### config.mk
export PLATFORM = sky130hd
export DESIGN_NAME = csa_resolver
export DESIGN_NICKNAME = d
export VERILOG_FILES = /design/src/rtl/csa_resolver_pkg.sv /design/src/rtl/csa_ha_row.sv /design/src/rtl/csa_resolver.sv
export SDC_FILE = /design/constraint.sdc
export NUM_CORES = 1
export LEC_CHECK = 0
export ABC_AREA = 1
export CAP_MARGIN = 20
export CORE_MARGIN = 2
export CORE_UTILIZATION = 50
export DETAILED_ROUTE_END_ITERATION = 16
export GPL_TIMING_DRIVEN = 0
export PLACE_DENSITY = 0.81
export REMOVE_ABC_BUFFERS = 1
export SLEW_MARGIN = 20
export SYNTH_ARGS = -nofsm -noshare
export SYNTH_HDL_FRONTEND = slang
export SYNTH_HIERARCHICAL = 1
export SYNTH_SLANG_ARGS = --single-unit
export TNS_END_PERCENT = 1
### constraint.sdc
create_clock -name clk -period 3.8 [get_ports clk]
set_input_delay 0.38 -clock clk [delete_from_list [all_inputs] [get_ports clk]]
set_output_delay 0.38 -clock clk [all_outputs]
set_load 0.005 [all_outputs]
### src/rtl/csa_resolver_pkg.sv
// Shared types and sizing helpers for the carry-save resolver.
package csa_resolver_pkg;

  typedef enum logic [1:0] {
    IDLE    = 2'd0,
    RESOLVE = 2'd1,
    DONE    = 2'd2
  } state_t;

  // Bits needed to count from 0 up to and including width.
  function automatic int cnt_width(input int width);
    return $clog2(width + 1);
  endfunction

endpackage

### src/rtl/csa_ha_row.sv
// One full-width half-adder row: collapses one level of a (sum, carry) pair.
module csa_ha_row #(
  parameter int WIDTH = 16
) (
  input  logic [WIDTH-1:0] s,
  input  logic [WIDTH-1:0] c,
  output logic [WIDTH-1:0] half_sum,
  output logic [WIDTH-1:0] half_carry,
  output logic             msb_carry
);

  // Bit 0 never receives a carry; each generated carry moves up one weight.
  assign half_carry[0] = 1'b0;

  for (genvar gi = 0; gi < WIDTH; gi++) begin : g_bit
    assign half_sum[gi] = s[gi] ^ c[gi];
    if (gi < WIDTH - 1) begin : g_carry
      assign half_carry[gi+1] = s[gi] & c[gi];
    end
  end

  // Carry generated at the top bit falls off the word and feeds the sticky overflow.
  assign msb_carry = s[WIDTH-1] & c[WIDTH-1];

endmodule

### src/rtl/csa_resolver.sv
// Iterative carry-save to binary resolver.
// Optional build macro CSR_EARLY_EXIT_EN: stop as soon as the carry vector is zero
// (data-dependent latency) instead of always applying WIDTH steps.
module csa_resolver
  import csa_resolver_pkg::*;
#(
  parameter int WIDTH = 16
) (
  input  logic                       clk,
  input  logic                       rst,
  input  logic                       in_valid,
  output logic                       in_ready,
  input  logic [WIDTH-1:0]           sum_in,
  input  logic [WIDTH-1:0]           carry_in,
  output logic                       out_valid,
  input  logic                       out_ready,
  output logic [WIDTH-1:0]           result,
  output logic                       carry_out,
  output logic [$clog2(WIDTH+1)-1:0] iter_count
);

  localparam int CW = cnt_width(WIDTH);
  localparam logic [CW-1:0] CNT_MAX = CW'(WIDTH);

  state_t          state_reg;
  state_t          state_next;
  logic [WIDTH-1:0] s_reg;
  logic [WIDTH-1:0] c_reg;
  logic            ovf_reg;
  logic [CW-1:0]   cnt_reg;

  logic [WIDTH-1:0] half_sum;
  logic [WIDTH-1:0] half_carry;
  logic            msb_carry;
  logic            terminate;
  logic            accept;
  logic            step;

  csa_ha_row #(.WIDTH(WIDTH)) u_row (
    .s          (s_reg),
    .c          (c_reg),
    .half_sum   (half_sum),
    .half_carry (half_carry),
    .msb_carry  (msb_carry)
  );

`ifdef CSR_EARLY_EXIT_EN
  assign terminate = (c_reg == '0) || (cnt_reg == CNT_MAX);
`else
  assign terminate = (cnt_reg == CNT_MAX);
`endif

  // Next-state and datapath control; DONE->IDLE never overlaps an accept.
  always_comb begin
    state_next = state_reg;
    accept     = 1'b0;
    step       = 1'b0;
    case (state_reg)
      IDLE: begin
        if (in_valid) begin
          accept     = 1'b1;
          state_next = RESOLVE;
        end
      end
      RESOLVE: begin
        if (terminate) begin
          state_next = DONE;
        end else begin
          step = 1'b1;
        end
      end
      DONE: begin
        if (out_ready) begin
          state_next = IDLE;
        end
      end
      default: state_next = IDLE;
    endcase
  end

  // State and working registers; outputs are taken straight from these.
  always_ff @(posedge clk) begin
    if (rst) begin
      state_reg <= IDLE;
      s_reg     <= '0;
      c_reg     <= '0;
      ovf_reg   <= 1'b0;
      cnt_reg   <= '0;
    end else begin
      state_reg <= state_next;
      if (accept) begin
        s_reg   <= sum_in;
        c_reg   <= carry_in;
        ovf_reg <= 1'b0;
        cnt_reg <= '0;
      end else if (step) begin
        s_reg   <= half_sum;
        c_reg   <= half_carry;
        ovf_reg <= ovf_reg | msb_carry;
        cnt_reg <= cnt_reg + 1'b1;
      end
    end
  end

  assign in_ready   = (state_reg == IDLE);
  assign out_valid  = (state_reg == DONE);
  assign result     = s_reg;
  assign carry_out  = ovf_reg;
  assign iter_count = cnt_reg;

endmodule

Word-level counts from Yosys, hierarchy flattened
Cells that the tools add are included.
Word-level totals
  flip-flop bits (word level): 40
  input port bits: 36
  output and inout port bits: 24
  word-level logic and storage cells: 61
Operators by class
  add/sub/neg operators: 1
  equal/unequal tests: 6
  muxes and demuxes: 12
  bitwise logic cells: 33
  reduce and logical (&&, ||, !) cells: 4
Operators by type and width (count)
  16-bit 2-to-1 mux: 4
  1-bit bitwise AND: 16
  1-bit bitwise XOR: 16
  2-bit 2-to-1 mux: 3
  2-bit case mux with 3 select lines: 1
  5-bit by 1-bit adder with 5-bit output, second input constant: 1
  5-bit equality test, second input constant: 1
  1-bit 2-to-1 mux: 4
  2-bit != test, second input constant: 2
  3-bit AND reduction: 1
  2-bit by 1-bit equality test with 1-bit output, second input constant: 1
  2-bit equality test, second input constant: 1
  2-bit zero test: 1
  2-bit by 1-bit != test with 1-bit output, second input constant: 1
  2-bit nonzero test: 1
  2-bit OR reduction: 1
  1-bit OR: 1

Logic depth before layout (Yosys ltp)
Gate-level depths: netlist (run 1).
  depth after elaboration: 5
  mapped depth: 11
  mapped depth without buffers: 9

Modules after synthesis
Netlist (run 1), hierarchy kept.
Modules (own cells, without submodules)
  csa_resolver: times used 1, cells an instance 371, area each 2278.4 µm², seq. area each 800.8 µm²
  csa_ha_row: times used 1, cells an instance 18, area each 211.5 µm², seq. area each 0.0 µm²

Worst setup path before layout (run 1)
Ideal clock, no wire load.
  path type: flip-flop to flip-flop
  start: register cnt_reg[0] (netlist: iter_count[0])
  end: register s_reg[10] (netlist: result[10])
  setup time: 64 ps
  arrival: 1318 ps
  required time: 3736 ps
  slack: 2418 ps
  stages on the path, launching flop included: 12
  buffers on the path: 2
  period minus slack after synthesis: 1382 ps
  path through: dfxtp_1 inv_1 ha_1 nand2_1 inv_1 nand2_4 nand2_4 buf_6 buf_6 nand3_2 nand2_1 nor2_1
Between the ends
  word-level cells in the longest chain between the ends: 4
RTL lines
  start, declared: RTL line csa_resolver.sv:30  | logic [CW-1:0] cnt_reg;
  start signal, assigned: RTL line csa_resolver.sv:100  | cnt_reg <= cnt_reg + 1'b1;
  5-bit equality test: RTL line csa_resolver.sv:50  | assign terminate = (cnt_reg == CNT_MAX);
  1-bit 2-to-1 mux: RTL line csa_resolver.sv:66  | if (terminate) begin
  1-bit 2-to-1 mux: RTL line csa_resolver.sv:58  | case (state_reg)
  2-bit nonzero test (no line)
  end signal, assigned: RTL line csa_resolver.sv:92  | s_reg <= sum_in;
  end signal, assigned: RTL line csa_resolver.sv:97  | s_reg <= half_sum;
  end, declared: RTL line csa_resolver.sv:27  | logic [WIDTH-1:0] s_reg;
No other way between the ends.
A chain may end at the register's enable or synchronous reset.

Final worst setup path (run 1)
  start: input port in_valid
  end: register c_reg[11]
Between the ends
  word-level cells in the longest chain between the ends: 3
RTL lines
  start, declared: RTL line csa_resolver.sv:11  | input logic in_valid,
  1-bit 2-to-1 mux *: RTL line csa_resolver.sv:60  | if (in_valid) begin
  1-bit 2-to-1 mux *: RTL line csa_resolver.sv:58
  16-bit 2-to-1 mux / 2-bit nonzero test (equally long branches)
  end signal, assigned: RTL line csa_resolver.sv:93  | c_reg <= carry_in;
  end signal, assigned: RTL line csa_resolver.sv:98  | c_reg <= half_carry;
  end, declared: RTL line csa_resolver.sv:28  | logic [WIDTH-1:0] c_reg;
Mark *: on every way between the ends. The rest lies on a longest branch, timed or not.

==> flow_metrics.env, run 1 <==
export IMPL_tightest_slew_ns=1.029
export IMPL_post_synth_top_area_cell="dfxtp_1"
export IMPL_relSlewSlack=0.3131
export IMPL_power_leakage_nw=1.570
export IMPL_cts_max_level=2
export IMPL_cts_made_buffers=5
export IMPL_grt_util_met3=0.04336
export IMPL_drc=0
export IMPL_min_to="carry_out"
export IMPL_dp_hpwl_mm=3.260
export IMPL_final_min_clock_period_ns=2.697
export IMPL_grt_max_degree=67
export IMPL_cts_hold_buffers=0
export IMPL_initial_core_util=0.5237
export IMPL_synth_seq_cells=40
export IMPL_final_fill_count=456
export IMPL_instances_no_fill=501
export IMPL_cts_max_path_buffers=2
export IMPL_reg2reg_depth=6
export IMPL_setup_viol=0
export IMPL_r2r_start="state_reg[0]"
export IMPL_viasPerCell=4.691
export IMPL_seq_area_um2=800.8
export IMPL_drive_above_1_share=0.05530
export IMPL_r2r_end="c_reg[11]"
export IMPL_die_w_um=74.57
export IMPL_worstPathRequired_ns=4.03
export IMPL_ios=60
export IMPL_ctsResizeCount=0
export IMPL_path_cells="clkdlybuf4s50_1, nand2_4, inv_2, a21oi_4, nor2_1, nor2_1"
export IMPL_worstSetupStartpointType="primary input"
export IMPL_grt_use_total=0.2004
export IMPL_overflow=0
export IMPL_power_density_nw_per_um2=394.4
export IMPL_hold_viol_final=0
export IMPL_period_share=0.7097
export IMPL_n_antenna_cell=0
export IMPL_ys_top_cells_by_area="dfxtp_1 32%, nand2_1 22%, nor2_1 9.9%"
export IMPL_synthesis_area_um2=2490
export IMPL_seq_area_frac_synth=0.3216
export IMPL_drt_iter0_markers=121
export IMPL_post_cts_buffers=0
export IMPL_fmax_mhz=370.8
export IMPL_core_um2=4755
export IMPL_dp_cells=493
export IMPL_slowest_delay_ns=0.81
export IMPL_numPortBuffers=59
export IMPL_cp_max_fo=66
export IMPL_grt_pass1_wl_mm=8.811
export IMPL_crit_slowest_cell="a21oi_4"
export IMPL_worst_path_most_repeated_cell="nor2_1"
export IMPL_drv_slew=0
export IMPL_grt_met2_usage=0.3500
export IMPL_nets=487
export IMPL_crit_arrival_ns=2.93
export IMPL_crit_type="in -> reg"
export IMPL_die_area_um2=5560
export IMPL_synth_top_area_frac=0.3216
export IMPL_clk_pin_slew_ns=0.07
export IMPL_grt_pass1_vias=2083
export IMPL_clock_latency_ns=0.29
export IMPL_synth_warnings=6
export IMPL_grt_setup_unrepaired="no"
export IMPL_stdcell_area_um2=3108
export IMPL_max_vdd_ir_drop_v=0.0002045
export IMPL_first_pass_iters=5
export IMPL_cp_end_kind="register"
export IMPL_rrSetupSlack_ns=1.22
export IMPL_drtAntennaViolNets=0
export IMPL_routedWlPerCell_um=10.14
export IMPL_die_h_um=74.57
export IMPL_gp_congestion=0.8433
export IMPL_placed_area_um2=3018
export IMPL_cts_sinks=40
export IMPL_syn_avg_cell_area_um2=6.401
export IMPL_hp_start="carry_out"
export IMPL_max_cap_violations=0
export IMPL_status="finished clean"
export IMPL_hold_class="reg -> reg"
export IMPL_rows=25
export IMPL_fin_worst_skew_ns=0.004858
export IMPL_wirelength_mm=5.078
export IMPL_antenna_found_initial=0
export IMPL_cts_tree="built"
export IMPL_whs_path_depth=2
export IMPL_grt_busiest_layer="met2"
export IMPL_met1_usage=0.2473
export IMPL_synth_cell_types=20
export IMPL_clockRootBuffer="clkbuf_8"
export IMPL_areaGrowthSynthToFinish_pct=24.82
export IMPL_vias=2350
export IMPL_multiInputGateArea_um2=1378
export IMPL_syn_inst=389
[final cells by class]
class	instances	area share
Clock buffer	8	0.02899
Sequential cell	40	0.2576
Inverter	44	0.05314
Multi-Input combinational cell	283	0.4432
Timing Repair Buffer	59	0.1900
Tap cell	67	0.02697
[worst max-delay path: cells and delay by family]
| kind | cells | cell delay [ns] |
|---|---|---|
| AO/OA/AOI/OAI | 1 | 0.81 |
| buffers and inverters | 2 | 0.90 |
| AND/OR/NAND/NOR | 3 | 0.76 |
[metrics by stage]
stage / hold WS [ns] / utilization / setup TNS [ns] / power, mW / worst slack (ns)
CTS: 0.4671 / 0.6537 / 0 / 1.243 / 1.104
global route: 0.4869 / 0.6537 / 0 / 1.320 / 0.8760
floorplan: 0.4466 / - / 0 / 0.7866 / 0.8813
detailed placement: 0.4554 / 0.6347 / 0 / 0.9453 / 0.8134
finish: 0.4578 / 0.6537 / 0 / 1.226 / 1.103
global placement: 0.4396 / 0.6332 / -19.97 / 0.9363 / -0.6192
[cell usage after synthesis]
master    count
a21oi_1       7
a21oi_4       1
buf_2         9
buf_4         8
buf_6         4
clkbuf_1      1
conb_1        1
dfxtp_1      40
ha_1         18
inv_1        42
inv_2         2
nand2_1     148
nand2_4       2
nand3_1      25
nand3_2      10
nand4_1       2
nor2_1       66
nor2_2        1
nor2_4        1
xor2_1        1
[how the worst max path moves through the flow]
| stage | endpoint | from | cells past startpoint |
|---|---|---|---|
| after floorplan | c_reg[0] | state_reg[0] | 6 |
| after global routing | c_reg[9] | in_valid | 6 |
| after global placement | c_reg[10] | in_valid | 6 |
| after CTS | c_reg[11] | in_valid | 6 |
| after detailed placement | c_reg[10] | in_valid | 6 |
| final | c_reg[11] | in_valid | 6 |
[metal layers]
layer | wire, µm | part of all wire
met1 | 2365 | 0.47
met5 | 0 | 0
met3 | 234 | 0.046
met4 | 61 | 0.012
met2 | 2418 | 0.48
[cell usage in the layout (no fill, tap or decap)]
master / n
inv_2: 2
clkdlybuf4s50_1: 59
a21oi_1: 7
nand2_4: 3
dfxtp_1: 40
clkbuf_1: 2
nand2_1: 147
conb_1: 1
nor2_2: 1
nor2_4: 1
clkbuf_8: 6
a21oi_4: 1
xor2_1: 1
nand3_2: 10
ha_1: 18
nand4_1: 2
inv_1: 42
nand3_1: 25
nor2_1: 66
[power by group]
group	switching [mW]	leakage, nW	total (mW)	internal, mW
logic	0.220	1.19	0.419	0.199
registers	0.0402	0.330	0.515	0.475
clock network	0.143	0.0455	0.292	0.148
total	0.404	1.57	1.23	0.822
[cells by family (layout without fill, tap and decap cells)]
| kind of cell | Yosys count | after routing | share of synthesized area |
|---|---|---|---|
| adders and majority gates | 18 | 18 | 0.09045 |
| xor gates and xnor gates | 1 | 1 | 0.003518 |
| AOI/OAI and AO/OA | 8 | 8 | 0.02060 |
| DFF | 40 | 40 | 0.3216 |
| buffers and inverters | 66 | 111 | 0.1281 |
| and+or+nand+nor | 255 | 255 | 0.4342 |
| other | 1 | 1 | 0.001506 |
Note: power is estimated with default switching activity, not from simulation.
==> run 2, diff against run 1 <==
--- a/config.mk
+++ b/config.mk
@@ -8,10 +8,10 @@
 export ABC_AREA = 1
 export CAP_MARGIN = 20
 export CORE_MARGIN = 2
-export CORE_UTILIZATION = 50
+export CORE_UTILIZATION = 45
 export DETAILED_ROUTE_END_ITERATION = 16
 export GPL_TIMING_DRIVEN = 0
-export PLACE_DENSITY = 0.81
+export PLACE_DENSITY = 0.77
 export REMOVE_ABC_BUFFERS = 1
 export SLEW_MARGIN = 20
 export SYNTH_ARGS = -nofsm -noshare
==> constraint.sdc (replaced) <==
create_clock -name clk -period 2.32 [get_ports clk]
set_input_delay 0.232 -clock clk [delete_from_list [all_inputs] [get_ports clk]]
set_output_delay 0.232 -clock clk [all_outputs]
set_load 0.005 [all_outputs]
==> run 2 against run 1 <==
Sequential share of layout area down 0.26 points. Highest routed layer unchanged. Critical endpoint is now c_reg[7]. Die area is 11% higher. Clock-buffer cell count is the same. Combinational power increased by 68%. First-iteration DRC count fell by 23%. Utilization shrank 7.7 points. Sequential power increased by 63%. Routed wire length increased by 6.7%.
==> flow_metrics.env, run 2 (synthesis results as in run 1) <==
export IMPL_cts_sinks=40
export IMPL_hold_class="reg -> reg"
export IMPL_areaGrowthSynthToFinish_pct=26.08
export IMPL_stdcell_area_um2=3139
export IMPL_grt_setup_unrepaired="no"
export IMPL_grt_busiest_layer="met2"
export IMPL_pwr_share_seq=0.415
export IMPL_share_comb_of_total_power=0.348
export IMPL_max_cap_violations=0
export IMPL_core_um2=5439
export IMPL_grt_pass1_vias=2151
export IMPL_final_min_clock_period_ns=2.013
export IMPL_period_share=0.8677
export IMPL_setup_slack_ns=0.3068
export IMPL_die_area_um2=6144
export IMPL_vias=2374
export IMPL_power_density_nw_per_um2=645.6
export IMPL_dp_cells=498
export IMPL_path_cells="nor2_2, nand2_8, inv_2, a21oi_4, nor2_1, nor2_1"
export IMPL_slowest_delay_ns=0.60
export IMPL_hold_viol_final=0
export IMPL_startpoint="state_reg[1]"
export IMPL_dp_hpwl_mm=3.345
export IMPL_post_cts_buffers=0
export IMPL_n_antenna_cell=0
export IMPL_cts_max_level=2
export IMPL_power_leakage_nw=1.573
export IMPL_antenna_found_initial=0
export IMPL_worstSetupStartpointType="register"
export IMPL_routedWlPerCell_um=10.69
export IMPL_placed_area_um2=3024
export IMPL_final_fill_count=528
export IMPL_p_int_mw=1.351
export IMPL_instances_no_fill=507
export IMPL_crit_arrival_ns=2.20
export IMPL_cts_hold_buffers=0
export IMPL_crit_slowest_cell="inv_2"
export IMPL_setup_viol=0
export IMPL_grt_met2_usage=0.3276
export IMPL_cts_max_path_buffers=2
export IMPL_cts_tree="built"
export IMPL_clock_latency_ns=0.29
export IMPL_overflow=0
export IMPL_layout_common_cells="147 x nand2_1, 66 x nor2_1, 59 x clkdlybuf4s50_1, 42 x inv_1, 40 x dfxtp_1"
export IMPL_final_common_cell="nand2_1"
export IMPL_grt_pass1_wl_mm=9.066
export IMPL_grt_util_met3=0.04483
export IMPL_first_pass_iters=4
export IMPL_grt_use_total=0.1829
export IMPL_whs_ns=0.4723
export IMPL_relSlewSlack=0.2904
export IMPL_switching_share=0.3334
export IMPL_rows=27
export IMPL_viasPerCell=4.682
export IMPL_gp_congestion=0.7395
export IMPL_worstPathRequired_ns=2.51
export IMPL_pre_cts_ws_ns=-0.5376
export IMPL_clockRootBuffer="clkbuf_8"
export IMPL_finalPower_mw=2.027
export IMPL_drv_slew=0
export IMPL_crit_type="reg -> reg"
export IMPL_cp_end_kind="register"
export IMPL_drt_iter0_markers=93
export IMPL_drive_above_1_share=0.05747
export IMPL_cts_made_buffers=5
export IMPL_cp_max_fo=66
export IMPL_hp_start="carry_out"
export IMPL_fin_util=0.5772
export IMPL_drtAntennaViolNets=0
export IMPL_r2r_start="state_reg[1]"
export IMPL_wirelength_mm=5.420
export IMPL_power_switching_mw=0.6758
export IMPL_fmax_mhz=496.7
export IMPL_drc=0
export IMPL_fin_worst_skew_ns=0.003824
export IMPL_ios=60
export IMPL_met1_usage=0.2133
export IMPL_nets=488
export IMPL_clkPwrFrac=0.237
export IMPL_tightest_slew_ns=1.063
export IMPL_die_w_um=78.39
export IMPL_clk_pin_slew_ns=0.08
export IMPL_worst_path_most_repeated_cell="nor2_1"
export IMPL_die_h_um=78.39
export IMPL_initial_core_util=0.4578
export IMPL_status="finished clean"
export IMPL_max_vdd_ir_drop_v=0.0002880
export IMPL_numPortBuffers=59
export IMPL_setup_tns_ns=0
export IMPL_grt_max_degree=67
==> run 2: cell types whose count changed in the layout (fill, tap and decap cells not counted), sizes merged <==
cell,previous run,this run
a21oi,8,9
==> run 2: final timing paths <==
path	to	slack [ns]	depth (start not counted)
min reg2reg	carry_out	0.47	2
max	c_reg[7]	0.31	6
min	carry_out	0.47	2
max reg2reg	c_reg[7]	0.31	6
==> run 2: cell type report <==
type                    count  area [µm²]  share of cell area
flip-flops and latches     40       800.8              0.2551
inverters                  44       165.2             0.05261
multi-input cells         284        1403              0.4468
well taps                  72       90.09             0.02870
repair buffers             59       590.6              0.1881
clock buffers               8       90.09             0.02870
==> run 2: power by group through the flow <==
stage | combinational (mW) | clock [mW] | sequential (mW)
floorplan | 0.438 | 0 | 0.850
global placement | 0.686 | 0 | 0.854
detailed placement | 0.696 | 0 | 0.858
CTS | 0.710 | 0.496 | 0.843
global route | 0.812 | 0.518 | 0.854
finish | 0.705 | 0.479 | 0.842
==> run 2: routing by layer <==
metal  part of all wire  wire, µm
met3              0.054       293
met2               0.50      2689
met1               0.44      2371
met5                  0         0
met4              0.012        65
==> run 2: worst max-delay path: cells and delay by family, from the launching register on <==
kind / cells / cell delay [ns]
buf+inv: 1 / 0.60
flops: 1 / 0.32
compound gates: 1 / 0.22
simple gates: 4 / 0.75
==> run 2: timing repair <==
action | in CTS | in global routing
resized for setup | 1 | 1
setup endpoints to repair | 33 | 33
gates cloned | 1 | 0
==> run 3, diff against run 2 <==
--- a/config.mk
+++ b/config.mk
@@ -10,7 +10,6 @@
 export CORE_MARGIN = 2
 export CORE_UTILIZATION = 45
 export DETAILED_ROUTE_END_ITERATION = 16
-export GPL_TIMING_DRIVEN = 0
 export PLACE_DENSITY = 0.77
 export REMOVE_ABC_BUFFERS = 1
 export SLEW_MARGIN = 20
==> run 3 against run 2 <==
Clock skew increased by 0.0065 ns. Via count decreased by 0.38%. Register-to-register slack better by 0.32 ns. Sequential share of layout area down 0.41 points. Critical path depth increased by 3. Combinational power hardly changed. Total power up 9.4%. Setup slack improved by 0.32 ns.
==> flow_metrics.env, run 3 (synthesis results as in run 1) <==
export IMPL_areaGrowthSynthToFinish_pct=28.14
export IMPL_grt_pass1_wl_mm=9.128
export IMPL_cts_made_buffers=5
export IMPL_drt_iter0_markers=103
export IMPL_numPortBuffers=59
export IMPL_cp_end_kind="register"
export IMPL_setup_tns_ns=0
export IMPL_cts_hold_buffers=0
export IMPL_wl_met3_um=221
export IMPL_wirelength_mm=5.245
export IMPL_clock_latency_ns=0.29
export IMPL_vias=2365
export IMPL_reg2reg_depth=9
export IMPL_pre_cts_ws_ns=0.6326
export IMPL_dp_cells=502
export IMPL_final_fill_count=525
export IMPL_instances_no_fill=509
export IMPL_ios=60
export IMPL_startpoint="iter_count[0]"
export IMPL_cts_tree="built"
export IMPL_final_common_cell="nand2_1"
export IMPL_crit_slowest_cell="dfxtp_1"
export IMPL_final_min_clock_period_ns=1.695
export IMPL_worstPathRequired_ns=2.54
export IMPL_min_to="carry_out"
export IMPL_die_w_um=78.39
export IMPL_finalPower_mw=2.217
export IMPL_whs_ns=0.4504
export IMPL_crit_type="reg -> reg"
export IMPL_antenna_found_initial=0
export IMPL_cts_max_level=2
export IMPL_r2r_end="iter_count[3]"
export IMPL_crit_arrival_ns=1.92
export IMPL_drv_slew=0
export IMPL_cts_max_path_buffers=2
export IMPL_fmax_mhz=590.1
export IMPL_layout_common_cells="147 x nand2_1, 66 x nor2_1, 59 x clkdlybuf4s50_1, 42 x inv_1, 40 x dfxtp_1"
export IMPL_status="finished clean"
export IMPL_period_share=0.7304
export IMPL_initial_core_util=0.4578
export IMPL_gp_congestion=0.7404
export IMPL_r2r_start="iter_count[0]"
export IMPL_die_h_um=78.39
export IMPL_hold_viol_final=0
export IMPL_power_density_nw_per_um2=694.8
export IMPL_worst_path_most_repeated_cell="inv_1"
export IMPL_core_um2=5439
export IMPL_worstSetupStartpointType="register"
export IMPL_drive_above_1_share=0.06636
export IMPL_fin_worst_skew_ns=0.01036
export IMPL_fin_util=0.5866
export IMPL_whs_path_depth=2
export IMPL_die_area_um2=6144
export IMPL_stdcell_area_um2=3191
export IMPL_clk_pin_slew_ns=0.08
export IMPL_nets=491
export IMPL_routedWlPerCell_um=10.30
export IMPL_max_cap_violations=0
export IMPL_power_leakage_nw=1.610
export IMPL_hp_start="carry_out"
export IMPL_dp_hpwl_mm=3.496
export IMPL_grt_max_degree=66
export IMPL_max_vdd_ir_drop_v=0.0003567
export IMPL_slowest_delay_ns=0.43
export IMPL_cp_max_fo=39
export IMPL_path_cells="inv_1, ha_1, nand2_1, inv_1, nand2_4, nand2_4, inv_1, nand2_1, a21oi_1"
export IMPL_dr_wl_met2_mm=2.624
export IMPL_ctsResizeCount=0
export IMPL_cts_sinks=40
export IMPL_drc=0
export IMPL_n_antenna_cell=0
export IMPL_grt_use_total=0.1831
export IMPL_post_cts_buffers=0
export IMPL_placed_area_um2=3062
export IMPL_drtAntennaViolNets=0
export IMPL_clockRootBuffer="clkbuf_8"
export IMPL_rows=27
export IMPL_routed_top_layer="met4"
export IMPL_grt_setup_unrepaired="no"
export IMPL_overflow=0
export IMPL_wl_met1_mm=2.339
export IMPL_setup_viol=0
export IMPL_first_pass_iters=4
export IMPL_grt_pass1_vias=2220
export IMPL_viasPerCell=4.646
export IMPL_rrSetupSlack_ns=0.63
export IMPL_setup_slack_ns=0.6254
export IMPL_hold_class="reg -> reg"
==> run 3: cell types whose count changed in the layout (fill, tap and decap cells not counted), sizes merged <==
cell,change
bufinv,+2
a21oi,-1
clkbuf,-3
buf,+4
==> run 3: worst max-delay path by stage <==
stage | endpoint | cells after the start
after floorplan | c_reg[0] | 6
after global placement | carry_out | 9
after detailed placement | iter_count[4] | 9
after CTS | iter_count[3] | 9
after global routing | iter_count[2] | 9
final | iter_count[3] | 9
==> run 3: final cells by class <==
class	count	area [µm²]	area share
clock buffers	5	68.82	0.02157
well taps	72	90.09	0.02824
flip-flops and latches	40	800.8	0.2510
clock inverters	2	60.06	0.01882
multi-input cells	283	1373	0.4302
inverters	44	165.2	0.05176
repair buffers	63	633.1	0.1984
==> run 3: routing by layer <==
layer / track usage / vias up
met4: 0.04035 / 0
met1: 0.2072 / 1049
met5: 0 / -
li1: - / 1262
met3: 0.05517 / 8
met2: 0.3371 / 46
==> run 3: worst max-delay path: cells and delay by family (launching register included) <==
kind | cells | cell delay (ns)
buf+inv | 3 | 0.39
fa+ha+maj | 1 | 0.20
simple gates | 4 | 0.48
flops | 1 | 0.43
compound gates | 1 | 0.12
==> run 3: report_power, final <==
group / internal, mW / total, mW / switching, mW
Sequential: 0.778 / 0.845 / 0.0668
Combinational: 0.338 / 0.706 / 0.367
Clock: 0.424 / 0.666 / 0.243
